**config.mk**
```make
export PLATFORM = sky130hd
export DESIGN_NAME = piso_rr_arbiter_flat
export DESIGN_NICKNAME = d
export VERILOG_FILES = /design/src/rtl/piso_rr_arbiter_if.sv /design/src/rtl/piso_rr_arbiter.sv /design/src/flat_wrapper.sv
export SDC_FILE = /design/constraint.sdc
export NUM_CORES = 1
export LEC_CHECK = 0
export ABC_AREA = 0
export ABC_CLOCK_PERIOD_IN_PS = 4050
export BUFFER_PORTS_ARGS = -buffer_cell sky130_fd_sc_hd__buf_2
export CORE_AREA = 2 2 132 134
export DETAILED_ROUTE_END_ITERATION = 10
export DIE_AREA = 0 0 134 136
export SETUP_SLACK_MARGIN = 0.15
export SLEW_MARGIN = 20
export SYNTH_ARGS = -nofsm -noshare
export SYNTH_HDL_FRONTEND = slang
export SYNTH_SLANG_ARGS = --single-unit
```
**constraint.sdc**
```tcl
create_clock -name clk_i -period 4.05 [get_ports clk_i]
set_input_delay 0.81 -clock clk_i [delete_from_list [all_inputs] [get_ports clk_i]]
set_output_delay 0.81 -clock clk_i [all_outputs]
set_load 0.05 [all_outputs]
```
**src/rtl/piso_rr_arbiter_if.sv**
```systemverilog
// Handshake bundle between NUM_REQ upstream requesters and the shared serializer input.
// The arbiter sits on the slave side; producers and serializer together form the master side.
interface piso_rr_arbiter_if #(
    parameter int NUM_REQ    = 4,
    parameter int DATA_WIDTH = 64,
    parameter int ID_WIDTH   = 2
);
    logic [NUM_REQ-1:0]            req_vld;
    logic [NUM_REQ-1:0]            req_last;
    logic [NUM_REQ*DATA_WIDTH-1:0] req_dat;
    logic [NUM_REQ-1:0]            req_rdy;
    logic                          out_vld;
    logic                          out_last;
    logic [DATA_WIDTH-1:0]         out_dat;
    logic [ID_WIDTH-1:0]           out_id;
    logic                          out_rdy;
    logic                          busy;

    modport master (
        output req_vld, req_last, req_dat, out_rdy,
        input  req_rdy, out_vld, out_last, out_dat, out_id, busy
    );

    modport slave (
        input  req_vld, req_last, req_dat, out_rdy,
        output req_rdy, out_vld, out_last, out_dat, out_id, busy
    );
endinterface

```
**src/rtl/piso_rr_arbiter.sv**
```systemverilog
// Packet-granular round-robin arbiter feeding one registered output beat to the PISO.
// A grant is held from the first beat until the owner's LAST beat is accepted.
module piso_rr_arbiter #(
    parameter int NUM_REQ    = 4,
    parameter int DATA_WIDTH = 64,
    parameter int ID_WIDTH   = 2
) (
    input  logic              clk_i,
    input  logic              rst_i,
    piso_rr_arbiter_if.slave  bus
);

    typedef enum logic {IDLE, LOCK} state_t;

    localparam logic [ID_WIDTH:0] NREQ_W = (ID_WIDTH+1)'(NUM_REQ);

    state_t                  state_q;
    logic [ID_WIDTH-1:0]     ptr_q;
    logic [ID_WIDTH-1:0]     ptr_d;
    logic [ID_WIDTH-1:0]     owner_q;
    logic                    out_vld_q;
    logic                    out_last_q;
    logic [DATA_WIDTH-1:0]   out_dat_q;
    logic [ID_WIDTH-1:0]     out_id_q;

    logic [DATA_WIDTH-1:0]   dat_arr [NUM_REQ];
    logic [ID_WIDTH-1:0]     sel;
    logic [ID_WIDTH-1:0]     acc_idx;
    logic [NUM_REQ-1:0]      rdy;
    logic                    load_ok;
    logic                    accept;

    function automatic logic [ID_WIDTH-1:0] wrapAdd(input logic [ID_WIDTH-1:0] base, input int off);
        logic [ID_WIDTH:0] sum;
        sum = {1'b0, base} + (ID_WIDTH+1)'(off);
        if (sum >= NREQ_W) sum = sum - NREQ_W;
        return sum[ID_WIDTH-1:0];
    endfunction

    for (genvar g = 0; g < NUM_REQ; g++) begin : g_unpack
        assign dat_arr[g] = bus.req_dat[g*DATA_WIDTH +: DATA_WIDTH];
    end

    // Scan from the farthest candidate down so the one nearest ptr overrides.
    always_comb begin
        sel = ptr_q;
        for (int k = NUM_REQ-1; k >= 0; k--) begin
            if (bus.req_vld[wrapAdd(ptr_q, k)]) sel = wrapAdd(ptr_q, k);
        end
    end

    assign load_ok = !out_vld_q | bus.out_rdy;
    assign acc_idx = (state_q == LOCK) ? owner_q : sel;
    assign ptr_d   = wrapAdd(acc_idx, 1);

    always_comb begin
        rdy = '0;
        if (!rst_i && load_ok && ((state_q == LOCK) || (|bus.req_vld))) rdy[acc_idx] = 1'b1;
    end

    assign accept = |(bus.req_vld & rdy);

    always_ff @(posedge clk_i or posedge rst_i) begin
        if (rst_i) begin
            state_q    <= IDLE;
            ptr_q      <= '0;
            owner_q    <= '0;
            out_vld_q  <= 1'b0;
            out_last_q <= 1'b0;
            out_dat_q  <= '0;
            out_id_q   <= '0;
        end else if (accept) begin
            out_vld_q  <= 1'b1;
            out_dat_q  <= dat_arr[acc_idx];
            out_last_q <= bus.req_last[acc_idx];
            out_id_q   <= acc_idx;
            if (bus.req_last[acc_idx]) begin
                state_q <= IDLE;
                ptr_q   <= ptr_d;
            end else begin
                state_q <= LOCK;
                owner_q <= acc_idx;
            end
        end else if (bus.out_rdy) begin
            out_vld_q <= 1'b0;
        end
    end

    assign bus.req_rdy  = rdy;
    assign bus.out_vld  = out_vld_q;
    assign bus.out_last = out_last_q;
    assign bus.out_dat  = out_dat_q;
    assign bus.out_id   = out_id_q;
    assign bus.busy     = (state_q == LOCK) | out_vld_q;

endmodule

```
**src/flat_wrapper.sv**
```systemverilog
// flat-port wrapper written by rule: the top's interface ports become plain ports
module piso_rr_arbiter_flat 
#(
    parameter int NUM_REQ    = 4,
    parameter int DATA_WIDTH = 64,
    parameter int ID_WIDTH   = 2
)
  (clk_i, rst_i, bus_req_vld, bus_req_last, bus_req_dat, bus_out_rdy, bus_req_rdy, bus_out_vld, bus_out_last, bus_out_dat, bus_out_id, bus_busy);
  piso_rr_arbiter_if #(.NUM_REQ(NUM_REQ), .DATA_WIDTH(DATA_WIDTH), .ID_WIDTH(ID_WIDTH)) bus_i ();
  input  logic clk_i;
  input  logic rst_i;
  input wire logic [$bits(bus_i.req_vld)-1:0] bus_req_vld;
  input wire logic [$bits(bus_i.req_last)-1:0] bus_req_last;
  input wire logic [$bits(bus_i.req_dat)-1:0] bus_req_dat;
  input wire logic [$bits(bus_i.out_rdy)-1:0] bus_out_rdy;
  output wire logic [$bits(bus_i.req_rdy)-1:0] bus_req_rdy;
  output wire logic [$bits(bus_i.out_vld)-1:0] bus_out_vld;
  output wire logic [$bits(bus_i.out_last)-1:0] bus_out_last;
  output wire logic [$bits(bus_i.out_dat)-1:0] bus_out_dat;
  output wire logic [$bits(bus_i.out_id)-1:0] bus_out_id;
  output wire logic [$bits(bus_i.busy)-1:0] bus_busy;
  assign bus_i.req_vld = bus_req_vld;
  assign bus_i.req_last = bus_req_last;
  assign bus_i.req_dat = bus_req_dat;
  assign bus_i.out_rdy = bus_out_rdy;
  assign bus_req_rdy = bus_i.req_rdy;
  assign bus_out_vld = bus_i.out_vld;
  assign bus_out_last = bus_i.out_last;
  assign bus_out_dat = bus_i.out_dat;
  assign bus_out_id = bus_i.out_id;
  assign bus_busy = bus_i.busy;
  piso_rr_arbiter #(.NUM_REQ(NUM_REQ), .DATA_WIDTH(DATA_WIDTH), .ID_WIDTH(ID_WIDTH)) u_core (.clk_i(clk_i), .rst_i(rst_i), .bus(bus_i));
endmodule
```
==> flow_summary.ini <==
[floorplan]
die_w_um = 134
initial_core_util_pct = 29.4
core_area_mm2 = 0.0169
ios = 340
die_y_um = 136
floorplan.die_area_mm2 = 0.0182
rows = 48

[finish]
num_antenna_cells = 0
fin_nets = 1347
drive_gt1_share_pct = 34.1
syn_to_final_growth_pct = 42.2
fill_cells = 1837
final_util_pct = 41.8

[critical_path]
worst_path_most_repeated_cell = buf_2
endpoint_kind = primary output
cp_top_family = simple AND/OR/NAND/NOR gates
path_buf_inv = 2
cp.arrival_ns = 2.38
crit_type = input pin to primary output
reg2reg_slack_ns = 1.38
cp-start-kind = input pin
slowest_stage = or3b_1
critPathRequiredTime_ns = 3.24
crit_fanout = 8
cp_slowest_stage_delay_ns = 0.36
cp_cell_sequence = buf_2 -> or3b_1 -> a21oi_1 -> a32oi_4 -> nand2b_1 -> nor2_1 -> buf_2

[pwr]
p_per_area_mw_per_mm2 = 946
leakage_uw = 0.00395
vdd_drop_max_mv = 0.458

[global_routing]
grt_pass1_wl_um = 26600
grt_usage_pct = 18.1
grt_antenna_before_repair = 1
grt_max_degree = 132
gr-total-overflow = 0
grt_pass1_vias = 5461

[logic_synthesis]
synthArstFlopShare_pct = 100
synth_edf_count = 0
ys_dominant_reg_cell = dfrtp_1
synth_largest_area_cell = dfrtp_1
syn_area_mm2 = 0.00496
synth-seq-cells = 73
yosysWarnings = 0
syn_avg_cell_area_um2 = 6.35
yosysUniqueCellTypes = 35
synth_top_area_share_pct = 36.9
syn_inst = 781
yosysSeqAreaShare_pct = 36.9
synth_nets = 1048
ys_top_cells_by_area = dfrtp_1 (37%), nand2_1 (30%), o21ai_0 (11%), nand3_1 (6.6%), o21ai_1 (2.8%)

[detailed_routing]
vias = 5879
wl_per_cell_um = 12.9
antenna_left = 0
wl_um = 16800
drtPass1Iterations = 6
viasPerCell = 4.49
drc = 0
first_iter_violations = 189

[sta]
slew_violations = 0
fmax_mhz = 314
rsz0062_at_grt = false
fin_skew_ns = 0.00852
fin_crit_ns = 3.19
timing.final.crit_share_pct = 78.7
finalHoldViolCount = 0
fin_setup_tns_ns = 0
worst_pin_slew_ns = 0.939
setup_viol = 0
relSlewSlack_pct = 37.4

[hold_path]
min_path_type = flip-flop to flip-flop

[clocking]
cts_setup_buffers = 0
post_cts_resized = 0
cts_hold_buf = 0
clk_pin_slew_ns = 0.05
cts_tree = yes
cts_buffers = 9
cts_sinks = 73
clk_latency_ns = 0.33
cts-root-buf = clkbuf_16
clock_path_buffers = 2
ctsHtreeMaxLevel = 3

[outcome]
status = finished, final reports clean

[placed_design]
io_buffers = 339
gp_congestion = 0.810
hpwlAfterDp_um = 12600

[run]
max-cap-violations = 0
[report_power, final]
| group | switching [uW] | internal [uW] | leakage [uW] |
|---|---|---|---|
| sequential | 215 | 1100 | 0.000895 |
| combinational | 3340 | 1290 | 0.00293 |
| clock | 295 | 426 | 0.000128 |
| total | 3850 | 2820 | 0.00395 |
[worst register-to-register path, delay by kind of cell (launching register included)]
family / cells / cell delay [ns]
AOI/OAI and AO/OA: 3 / 0.74
buffers and inverters: 1 / 0.32
DFF: 1 / 0.41
muxes: 2 / 0.54
and+or+nand+nor: 2 / 0.55
[layout make-up]
type                    instances  area [um2]  area share, %
clock buffers                  12         246           3.50
clock inverters                 3        17.5          0.249
inverters                       4        18.8          0.266
multi-input cells             645        2860           40.6
flip-flops and latches         73        1830           25.9
well taps                     225         282           3.99
repair buffers                347        1790           25.5
[final timing paths]
kind / cells after the start / from / end
setup / recovery: 7 / bus_req_vld[2] / bus_req_rdy[1]
hold / removal: 2 / u_core.bus.out_dat[6] / u_core.bus.out_dat[6]
setup reg to reg: 8 / u_core.ptr_q[0] / u_core.ptr_q[0]
hold reg to reg: 2 / u_core.bus.out_dat[6] / u_core.bus.out_dat[6]
max in group asynchronous: 3 / rst_i / u_core.bus.out_dat[5]
min in group asynchronous: 3 / rst_i / u_core.bus.out_id[0]
[routing by layer]
| metal | wire, um | up-vias | GRT usage [%] |
|---|---|---|---|
| li1 | - | 3135 | - |
| met1 | 7020 | 2518 | 21.7 |
| met2 | 8310 | 206 | 32.0 |
| met3 | 1230 | 18 | 4.25 |
| met4 | 261 | 2 | 5.97 |
| met5 | 13 | - | 0 |
[per-stage QoR]
stage          setup WS [ns]  total power [uW]  instances  hold slack (ns)  cell area [um2]
2_1_floorplan          0.308              4910        781            0.492             4960
3_3_place_gp           0.881              6000       1294            0.457             6780
3_5_place_dp           0.816              6040       1294            0.464             6780
4_1_cts                0.849              6790       1309            0.477             7050
5_1_grt                0.788              7340       1309            0.502             7050
6_report               0.863              6670       1309            0.472             7050
[placed cells by master (no fill, tap or decap), types with 2 or more instances in the layout]
master	synthesis	final
buf_4	8	5
a21o_1	3	3
a31oi_1	2	2
nand2_1	392	392
clkinvlp_4	0	2
nand3_1	65	65
nor2_1	11	10
o21ai_0	107	107
buf_12	0	3
nor2b_1	5	5
clkbuf_16	0	9
or2_2	3	2
a21oi_1	5	5
clkinv_2	0	2
clkbuf_1	25	2
nand2b_1	4	4
inv_1	4	3
dfrtp_1	73	73
buf_2	17	339
mux2i_1	3	3
o21ai_1	28	28
[cell families after synthesis]
family / after synthesis / share of synthesized area [%]
muxes: 5 / 1.06
buffers and inverters: 63 / 5.81
DFF: 73 / 36.9
and+or+nand+nor: 484 / 39.1
AOI/OAI and AO/OA: 156 / 17.1
[state kept, by name (all words and copies together), names as in the netlist]
| register | count |
|---|---|
| u_core.bus.out_id | 2 |
| u_core.bus.out_vld | 1 |
| u_core.owner_q | 2 |
| u_core.bus.out_last | 1 |
| u_core.state_q | 1 |
| u_core.bus.out_dat | 64 |
| u_core.ptr_q | 2 |
[cell usage after synthesis (2+ instances only)]
master / n
o21ai_1: 28
buf_1: 9
mux2i_1: 3
buf_4: 8
nand2_1: 392
clkbuf_1: 25
nand3_1: 65
or2_2: 3
buf_2: 17
o21ai_0: 107
a21o_1: 3
nor2_1: 11
a21oi_1: 5
inv_1: 4
nand2b_1: 4
a31oi_1: 2
dfrtp_1: 73
nor2b_1: 5
Note: power is estimated with default switching activity, not from simulation.
